--- config.mk ---
export PLATFORM = sky130hd
export DESIGN_NAME = inst_fetch
export DESIGN_NICKNAME = d
export VERILOG_FILES = /design/src/rtl/inst_fetch.sv
export SDC_FILE = /design/constraint.sdc
export NUM_CORES = 1
export LEC_CHECK = 0
export ABC_CLOCK_PERIOD_IN_PS = 2960
export BUFFER_PORTS_ARGS = -buffer_cell sky130_fd_sc_hd__buf_2
export CORE_ASPECT_RATIO = 0.8
export CORE_MARGIN = 4
export CORE_UTILIZATION = 35
export DETAILED_ROUTE_END_ITERATION = 6
export GPL_TIMING_DRIVEN = 0
export PLACE_DENSITY = 0.61
export SYNTH_ARGS = -nofsm -noshare
export SYNTH_HDL_FRONTEND = slang
export SYNTH_SLANG_ARGS = --single-unit
--- constraint.sdc ---
create_clock -name clk -period 2.96 [get_ports clk]
set_input_delay 0.296 -clock clk [delete_from_list [all_inputs] [get_ports clk]]
set_output_delay 0.296 -clock clk [all_outputs]
set_load 0.02 [all_outputs]
--- src/rtl/inst_fetch.sv ---
// Instruction-fetch stage: issues one imem read per PC, buffers the returned word
// in a valid/ready register for decode, and drives the PC register's next-PC/stall.
module inst_fetch #(
    parameter logic [31:0] RESET_PC = 32'h0000_0000,
    parameter logic [31:0] NOP_INST = 32'h0000_0000
) (
    input  logic        clk,
    input  logic        rst_n,
    input  logic [31:0] pc,
    input  logic        flush,
    output logic [32:0] pc_from_fetch,
    output logic        stall,
    output logic        imem_req,
    output logic [31:0] imem_addr,
    input  logic        imem_gnt,
    input  logic        imem_rvalid,
    input  logic [31:0] imem_rdata,
    output logic        if_valid,
    output logic [31:0] if_pc,
    output logic [31:0] if_inst,
    output logic        if_adel,
    input  logic        id_ready
);

    typedef enum logic [1:0] {REQ, WAIT, HOLD, DROP} state_t;

    state_t      state, state_nxt;
    logic [31:0] skid_inst;
    logic        free;
    logic        pc_misaligned;
    logic        advance;
    logic        skid_load;
    logic [31:0] load_inst;
    logic        load_adel;

    assign free          = !if_valid || id_ready;
    assign pc_misaligned = pc[1:0] != 2'b00;
    assign imem_addr     = pc;
    assign stall         = !advance;
    assign pc_from_fetch = {advance, pc + 32'd4};

    always_comb begin
        state_nxt = state;
        imem_req  = 1'b0;
        advance   = 1'b0;
        load_inst = NOP_INST;
        load_adel = 1'b0;
        skid_load = 1'b0;
        case (state)
            REQ: begin
                imem_req = !flush && !pc_misaligned;
                if (!flush) begin
                    // A misaligned PC never reaches memory; it retires as a flagged NOP.
                    if (pc_misaligned) begin
                        if (free) begin
                            advance   = 1'b1;
                            load_adel = 1'b1;
                        end
                    end else if (imem_gnt) begin
                        state_nxt = WAIT;
                    end
                end
            end
            WAIT: begin
                if (imem_rvalid) begin
                    if (flush) begin
                        state_nxt = REQ;
                    end else if (free) begin
                        advance   = 1'b1;
                        load_inst = imem_rdata;
                        state_nxt = REQ;
                    end else begin
                        skid_load = 1'b1;
                        state_nxt = HOLD;
                    end
                end else if (flush) begin
                    state_nxt = DROP;
                end
            end
            HOLD: begin
                if (flush) begin
                    state_nxt = REQ;
                end else if (free) begin
                    advance   = 1'b1;
                    load_inst = skid_inst;
                    state_nxt = REQ;
                end
            end
            DROP: begin
                if (imem_rvalid && !flush) begin
                    state_nxt = REQ;
                end else if (imem_rvalid) begin
                    state_nxt = REQ;
                end
            end
        endcase
    end

    always_ff @(posedge clk or negedge rst_n) begin
        if (!rst_n) begin
            state     <= REQ;
            skid_inst <= NOP_INST;
        end else begin
            state <= state_nxt;
            if (skid_load) begin
                skid_inst <= imem_rdata;
            end
        end
    end

    always_ff @(posedge clk or negedge rst_n) begin
        if (!rst_n) begin
            if_valid <= 1'b0;
            if_pc    <= RESET_PC;
            if_inst  <= NOP_INST;
            if_adel  <= 1'b0;
        end else if (flush) begin
            if_valid <= 1'b0;
            if_inst  <= NOP_INST;
            if_adel  <= 1'b0;
        end else if (advance) begin
            if_valid <= 1'b1;
            if_pc    <= pc;
            if_inst  <= load_inst;
            if_adel  <= load_adel;
        end else if (id_ready) begin
            if_valid <= 1'b0;
            if_inst  <= NOP_INST;
            if_adel  <= 1'b0;
        end
    end

endmodule

* Yosys cells after proc, flatten, opt, wreduce, memory -nomap -nowiden *
Cells that the tools add are included.

word-level totals
  logic and storage cells = 65
  flip-flop bits (word level) = 100
  output and inout bits = 133
  input port bits = 70

operators by class
  equality and inequality tests = 9
  muxes and demuxes = 36
  add/sub/neg operators = 1
  reduce and logical (&&, ||, !) cells = 12
  bitwise operators = 1

operators by type and width
  operator                 count
  $mux W32                 6
  $pmux W32 S2             1
  $add A32 B3 Y32 const B  1
  $mux W2                  11
  $mux W1                  16
  $ne A3 B3 Y1 const B     3
  $pmux W2 S4              1
  $ne A2 B2 Y1 const B     3
  $reduce_and A6 Y1        1
  $eq A2 B2 Y1 const B     2
  $logic_not A1 Y1         4
  $pmux W1 S3              1
  $reduce_bool A3 Y1       1
  $eq A2 B1 Y1 const B     1
  $logic_and A1 B1 Y1      2
  $logic_not A2 Y1         1
  $reduce_and A2 Y1        1
  $reduce_bool A2 Y1       1
  $logic_or A1 B1 Y1       1
  $not A1 Y1               1

* Logic depth before layout (Yosys ltp) *
  depth after elaboration = 8
  mapped depth = 8
  mapped depth without buffers = 6

* Least setup slack after synthesis *
OpenSTA, ideal clock, no wires.

  kind = register to register
  start point = reg state[0]
  end point = reg if_pc[0]
  data arrival time = 1.984 ns
  data required time = 2.832 ns
  setup slack = 0.848 ns
  clock period less this slack = 2.112 ns
  path buffers = 2
  library setup time = 0.128 ns
  stages on the path, launching flop included = 8
  cells stage by stage = dfrtp_1 inv_1 ha_1 buf_2 a21oi_1 a2111oi_4 buf_4 mux2_1

on the way
  word-level cells in the longest chain between the ends = 3
  elaborated cells between the ends (all ways) = 5
  those cells by class = eq/ne: 2; mux: 1; reduce/logical: 2

RTL lines
  element                               RTL line  RTL
  start: declaration                    27        state_t state, state_nxt;
  start signal: assignment              104       state <= state_nxt;
  $eq A2 B2 Y1 (tied with other cells)  49        case (state)
  $pmux W1 S3 *                         49
  $reduce_and A2 Y1 (no source line) *  n/a
  end signal: assignment                123       if_pc <= pc;
  end: declaration                      19        output logic [31:0] if_pc,

Mark *: on every way between the ends. The rest lies on a longest branch, timed or not.
A chain may end at the register's enable or synchronous reset.

* Worst setup path in the final report *
  start point = reg state[0]
  end point = reg if_inst[23]

on the way
  word-level cells in the longest chain between the ends = 4
  elaborated cells between the ends (all ways) = 8
  those cells by class = eq/ne: 2; mux: 4; reduce/logical: 2

RTL lines
  element                                             RTL line  RTL
  $eq A2 B2 Y1 (tied with other cells)                49
  $pmux W1 S3 / $pmux W32 S2 (equally long branches)  49
  $mux W32                                            121       end else if (advance) begin
  $mux W32                                            117       end else if (flush) begin
  end signal: assignment                              124       if_inst <= load_inst;
  end: declaration                                    20        output logic [31:0] if_inst,

Several ways; a longest one is shown, not always the timed one.

==> impl_metrics.prom <==
# TYPE chip_impl_metric gauge
chip_impl_info{name="run_status",value="finished clean"} 1
chip_impl_metric{name="die_x",unit="um"} 140
chip_impl_metric{name="synth_sequential_area_ratio",unit=""} 0.512
chip_impl_info{name="tritoncts_clock_tree",value="built"} 1
chip_impl_metric{name="synth_cell_types",unit=""} 34
chip_impl_metric{name="grt_util_all_layers",unit=""} 0.163
chip_impl_metric{name="finalWorstSetupSlack",unit="ns"} 0.357
chip_impl_metric{name="power.density",unit="mW/mm^2"} 842
chip_impl_metric{name="routed_via_count_divided_by_cell_count",unit=""} 4.90
chip_impl_metric{name="grt_first_pass_wirelength",unit="um"} 21100
chip_impl_metric{name="effective_utilization_at_floorplan",unit=""} 0.358
chip_impl_metric{name="grt_pass1_vias",unit=""} 4057
chip_impl_metric{name="num_vias",unit=""} 3914
chip_impl_metric{name="drt_iter0_drc",unit=""} 160
chip_impl_metric{name="signed_area_change_from_the_synthesized_netlist_to_the_final_layout",unit="%"} 32.8
chip_impl_metric{name="whs",unit="ns"} 0.186
chip_impl_metric{name="grt.met2_usage",unit=""} 0.276
chip_impl_info{name="min_from",value="imem_rdata[19]"} 1
chip_impl_metric{name="number_of_antenna_violations_at_the_first_check_in_global_routing",unit=""} 0
chip_impl_metric{name="placed_cells",unit=""} 779
chip_impl_metric{name="grtUsageMet1",unit=""} 0.207
chip_impl_metric{name="worst_slew_pin_slew",unit="ns"} 1.07
chip_impl_metric{name="design.final.nets",unit=""} 690
chip_impl_metric{name="power_switching",unit="mW"} 2.04
chip_impl_metric{name="timing.critical_path.buf_inv",unit=""} 4
chip_impl_metric{name="critical_path.max_stage_delay",unit="ns"} 0.60
chip_impl_metric{name="power.share.clock",unit=""} 0.223
chip_impl_metric{name="synthesis.instances",unit=""} 396
chip_impl_metric{name="postSynthRegisterBits",unit=""} 100
chip_impl_metric{name="synth_area_per_cell",unit="sq um"} 12.4
chip_impl_metric{name="number_of_cts_inserted_buffers",unit=""} 9
chip_impl_metric{name="rows",unit=""} 38
chip_impl_info{name="r2r-end",value="if_inst[23]$_DFFE_PN0P_"} 1
chip_impl_metric{name="multi_input_comb_area",unit="sq mm"} 0.00200
chip_impl_metric{name="clock_period_minus_worst_slack",unit="ns"} 2.60
chip_impl_metric{name="syn_nets",unit=""} 472
chip_impl_info{name="critical_path_cell_by_cell",value="inv_1, ha_1, buf_2, a21oi_1, a2111oi_4, buf_4, nor3_1, buf_2, o2bb2ai_1"} 1
chip_impl_metric{name="total_leakage_power",unit="nW"} 3.20
chip_impl_info{name="synth_area_leader_cell",value="dfrtp_1"} 1
chip_impl_info{name="worstSetupStartpointType",value="flip-flop"} 1
chip_impl_metric{name="switching_share",unit=""} 0.373
chip_impl_metric{name="postRouteWirelength",unit="um"} 12900
chip_impl_metric{name="clock_insertion_delay_worst_skew",unit="ns"} 0.36
chip_impl_metric{name="detailedPlacementHpwl",unit="um"} 9880
chip_impl_info{name="hold_class",value="in -> reg"} 1
chip_impl_metric{name="critical_path_required",unit="ns"} 3.23
chip_impl_metric{name="routed_wire_length_per_instance",unit="um"} 16.2
chip_impl_metric{name="ys_warn_count",unit=""} 0
chip_impl_metric{name="fin_setup_tns",unit="ns"} 0
chip_impl_metric{name="reg2regPathDepth",unit=""} 9
chip_impl_info{name="worstHoldEndpoint",value="skid_inst[19]$_DFFE_PN0P_"} 1
chip_impl_metric{name="critPathMaxFanout",unit=""} 10
chip_impl_metric{name="globalplace.congestion",unit=""} 0.863
chip_impl_info{name="yosys-top-cells-area",value="dfrtp_1, mux2_2, mux2_1"} 1
chip_impl_info{name="rsz0062_at_grt",value="false"} 1
chip_impl_metric{name="fp.dieH",unit="um"} 114
chip_impl_metric{name="internal_power",unit="mW"} 3.43
chip_impl_metric{name="totalPowerFinal",unit="mW"} 5.47
chip_impl_metric{name="num-fill-cells",unit=""} 1269
chip_impl_metric{name="max_clock_freq",unit="MHz"} 384
chip_impl_info{name="slowest_stage",value="nor3_1"} 1
chip_impl_metric{name="finalHoldViolCount",unit=""} 0
chip_impl_metric{name="synth_top_cell_area_share",unit=""} 0.512
chip_impl_metric{name="fin_worst_skew",unit="ns"} 0.00954
chip_impl_info{name="path_delay_family",value="buffers and inverters"} 1
chip_impl_metric{name="cap_viol_max_count",unit=""} 0
chip_impl_metric{name="dr.pass1.iters",unit=""} 6
chip_impl_metric{name="drc_violations_left",unit=""} 0
chip_impl_info{name="globalRoute.busiestLayer",value="met2"} 1
chip_impl_metric{name="finalMaxSlewViolations",unit=""} 0
chip_impl_metric{name="grt_use_met3",unit=""} 0.0469
chip_impl_info{name="clk_root_buffer_cell",value="clkbuf_16"} 1
chip_impl_metric{name="final_cells",unit=""} 799
chip_impl_metric{name="cts.repair.resized",unit=""} 0
chip_impl_metric{name="power_frac_comb",unit=""} 0.393
chip_impl_metric{name="coreArea",unit="sq mm"} 0.0136
chip_impl_metric{name="power.sequential.fraction",unit=""} 0.384
chip_impl_metric{name="antennaDiodeCount",unit=""} 0
chip_impl_metric{name="cts_htree_levels",unit=""} 3
chip_impl_info{name="end_kind",value="flip-flop"} 1
chip_impl_metric{name="clk_transition_reported_paths",unit="ns"} 0.07
chip_impl_metric{name="r2r_setup_slack",unit="ns"} 0.36
chip_impl_metric{name="ios",unit=""} 203
chip_impl_metric{name="gr-total-overflow",unit=""} 0
chip_impl_metric{name="finalSetupViolations",unit=""} 0
chip_impl_metric{name="io_buffer_count",unit=""} 202
chip_impl_info{name="rr_startpoint",value="state[0]$_DFFE_PN0P_"} 1
chip_impl_metric{name="timing.hold.worst_path_depth",unit=""} 2
chip_impl_metric{name="final_ant_viol_nets",unit=""} 0
chip_impl_metric{name="dp_slack",unit="ns"} 0.371
chip_impl_metric{name="period_share",unit=""} 0.879
chip_impl_metric{name="power.ir.vdd_worst",unit="mV"} 0.440
chip_impl_metric{name="post_synth_instance_area",unit="sq mm"} 0.00489
chip_impl_metric{name="cp_data_arrival_time",unit="ns"} 2.88
chip_impl_metric{name="cts.sink_count",unit=""} 100
chip_impl_metric{name="drive_above_1_share",unit=""} 0.489
chip_impl_info{name="worst-setup-path-type",value="reg -> reg"} 1
chip_impl_metric{name="max-slew-margin-rel",unit=""} 0.283
chip_impl_metric{name="grt_start_max_net_pins",unit=""} 62
chip_impl_metric{name="design.die.area",unit="sq mm"} 0.0159
chip_impl_metric{name="cts-root-to-sink-buffers",unit=""} 2
chip_impl_metric{name="layout.area.seq",unit="sq mm"} 0.00250
chip_impl_info{name="timing.critical_path.mode_cell",value="buf_2"} 1
[placed cells by master, fill, tap and decap left out, types with 2 or more instances in the layout]
master,instances
clkbuf_1,13
clkbuf_16,9
mux2_1,28
o2bb2ai_1,32
nor2b_1,3
xor2_1,6
a22oi_1,32
inv_6,3
nor2_1,3
a21oi_1,2
buf_2,205
nor3_1,5
inv_1,8
buf_4,42
mux2i_1,2
nand4_1,7
dfrtp_1,100
nor4_2,2
o21ai_0,2
and4_1,4
and2_1,4
and3_1,5
ha_1,6
mux2_2,36
nand3_1,14
buf_1,3
nand2_1,8
xnor2_1,22
[cell usage after synthesis, drive strengths merged]
cell and count:
a2111oi 1, a21o 1, a21oi 2, a221o 1, a22oi 32, and2 4, and3 5, and4 4
buf 45, clkbuf 12, dfrtp 100, ha 6, inv 8, mux2 64, mux2i 2, nand2 8
nand2b 1, nand3 15, nand4 7, nor2 3, nor2b 3, nor3 5, nor4 3, o21a 1
o21ai 3, o2bb2ai 32, xnor2 22, xor2 6
[per-stage QoR]
| step | instance area (sq um) | util |
|---|---|---|
| after floorplan | 4890 | - |
| after global placement | 6130 | 0.449 |
| after detailed placement | 6160 | 0.451 |
| after CTS | 6470 | 0.474 |
| after global routing | 6490 | 0.476 |
| final | 6490 | 0.476 |
[timing repair]
item,in CTS,in global routing
endpoints found under the setup margin,0,2
hold buffers,1,0
buffers inserted,0,3
hold endpoints to repair,39,0
[layer usage]
metal	up-vias	wire [um]
li1	1839	-
met4	0	140
met2	125	6430
met3	11	711
met1	1939	5650
met5	-	0
[sequential cells by signal (all words and copies together) (netlist names)]
| name | count |
|---|---|
| state | 2 |
| if_adel | 1 |
| if_pc | 32 |
| if_valid | 1 |
| skid_inst | 32 |
| if_inst | 32 |
[power by group through the flow]
stage / combinational (mW) / sequential (mW) / clock [mW]
floorplan: 1.08 / 2.43 / 0
global placement: 2.10 / 2.09 / 0
detailed placement: 2.15 / 2.12 / 0
CTS: 2.16 / 2.10 / 1.25
global route: 2.33 / 2.16 / 1.31
finish: 2.15 / 2.10 / 1.22
[cells by family (layout without fill, tap and decap cells)]
group                    after synthesis  in the layout  synth area share
XOR/XNOR                              28             28            0.0501
flip-flops                           100            100             0.512
multiplexers                          66             66             0.151
AO/OA/AOI/OAI                         73             73             0.122
buffers and inverters                 65            288            0.0801
adder cells (fa/ha/maj)                6              6            0.0153
AND/OR/NAND/NOR                       58             58            0.0691
[layout make-up]
cell class / instances / area share
well taps: 180 / 0.0347
repair buffers: 207 / 0.165
clock inverters: 6 / 0.0116
clock buffers: 10 / 0.0353
multi-input cells: 231 / 0.308
flip-flops and latches: 100 / 0.385
plain buffers: 57 / 0.0557
inverters: 8 / 0.00462
[worst max path at each step]
stage | start | to | cells after the start
2_1_floorplan | state[0]$_DFFE_PN0P_ | if_pc[0]$_DFFE_PN0P_ | 7
3_3_place_gp | pc[2] | pc_from_fetch[20] | 7
3_5_place_dp | state[0]$_DFFE_PN0P_ | if_inst[23]$_DFFE_PN0P_ | 8
4_1_cts | state[0]$_DFFE_PN0P_ | pc_from_fetch[32] | 8
5_1_grt | state[0]$_DFFE_PN0P_ | if_inst[23]$_DFFE_PN0P_ | 9
6_report | state[0]$_DFFE_PN0P_ | if_inst[23]$_DFFE_PN0P_ | 9
Power figures use the tool's default switching activity.
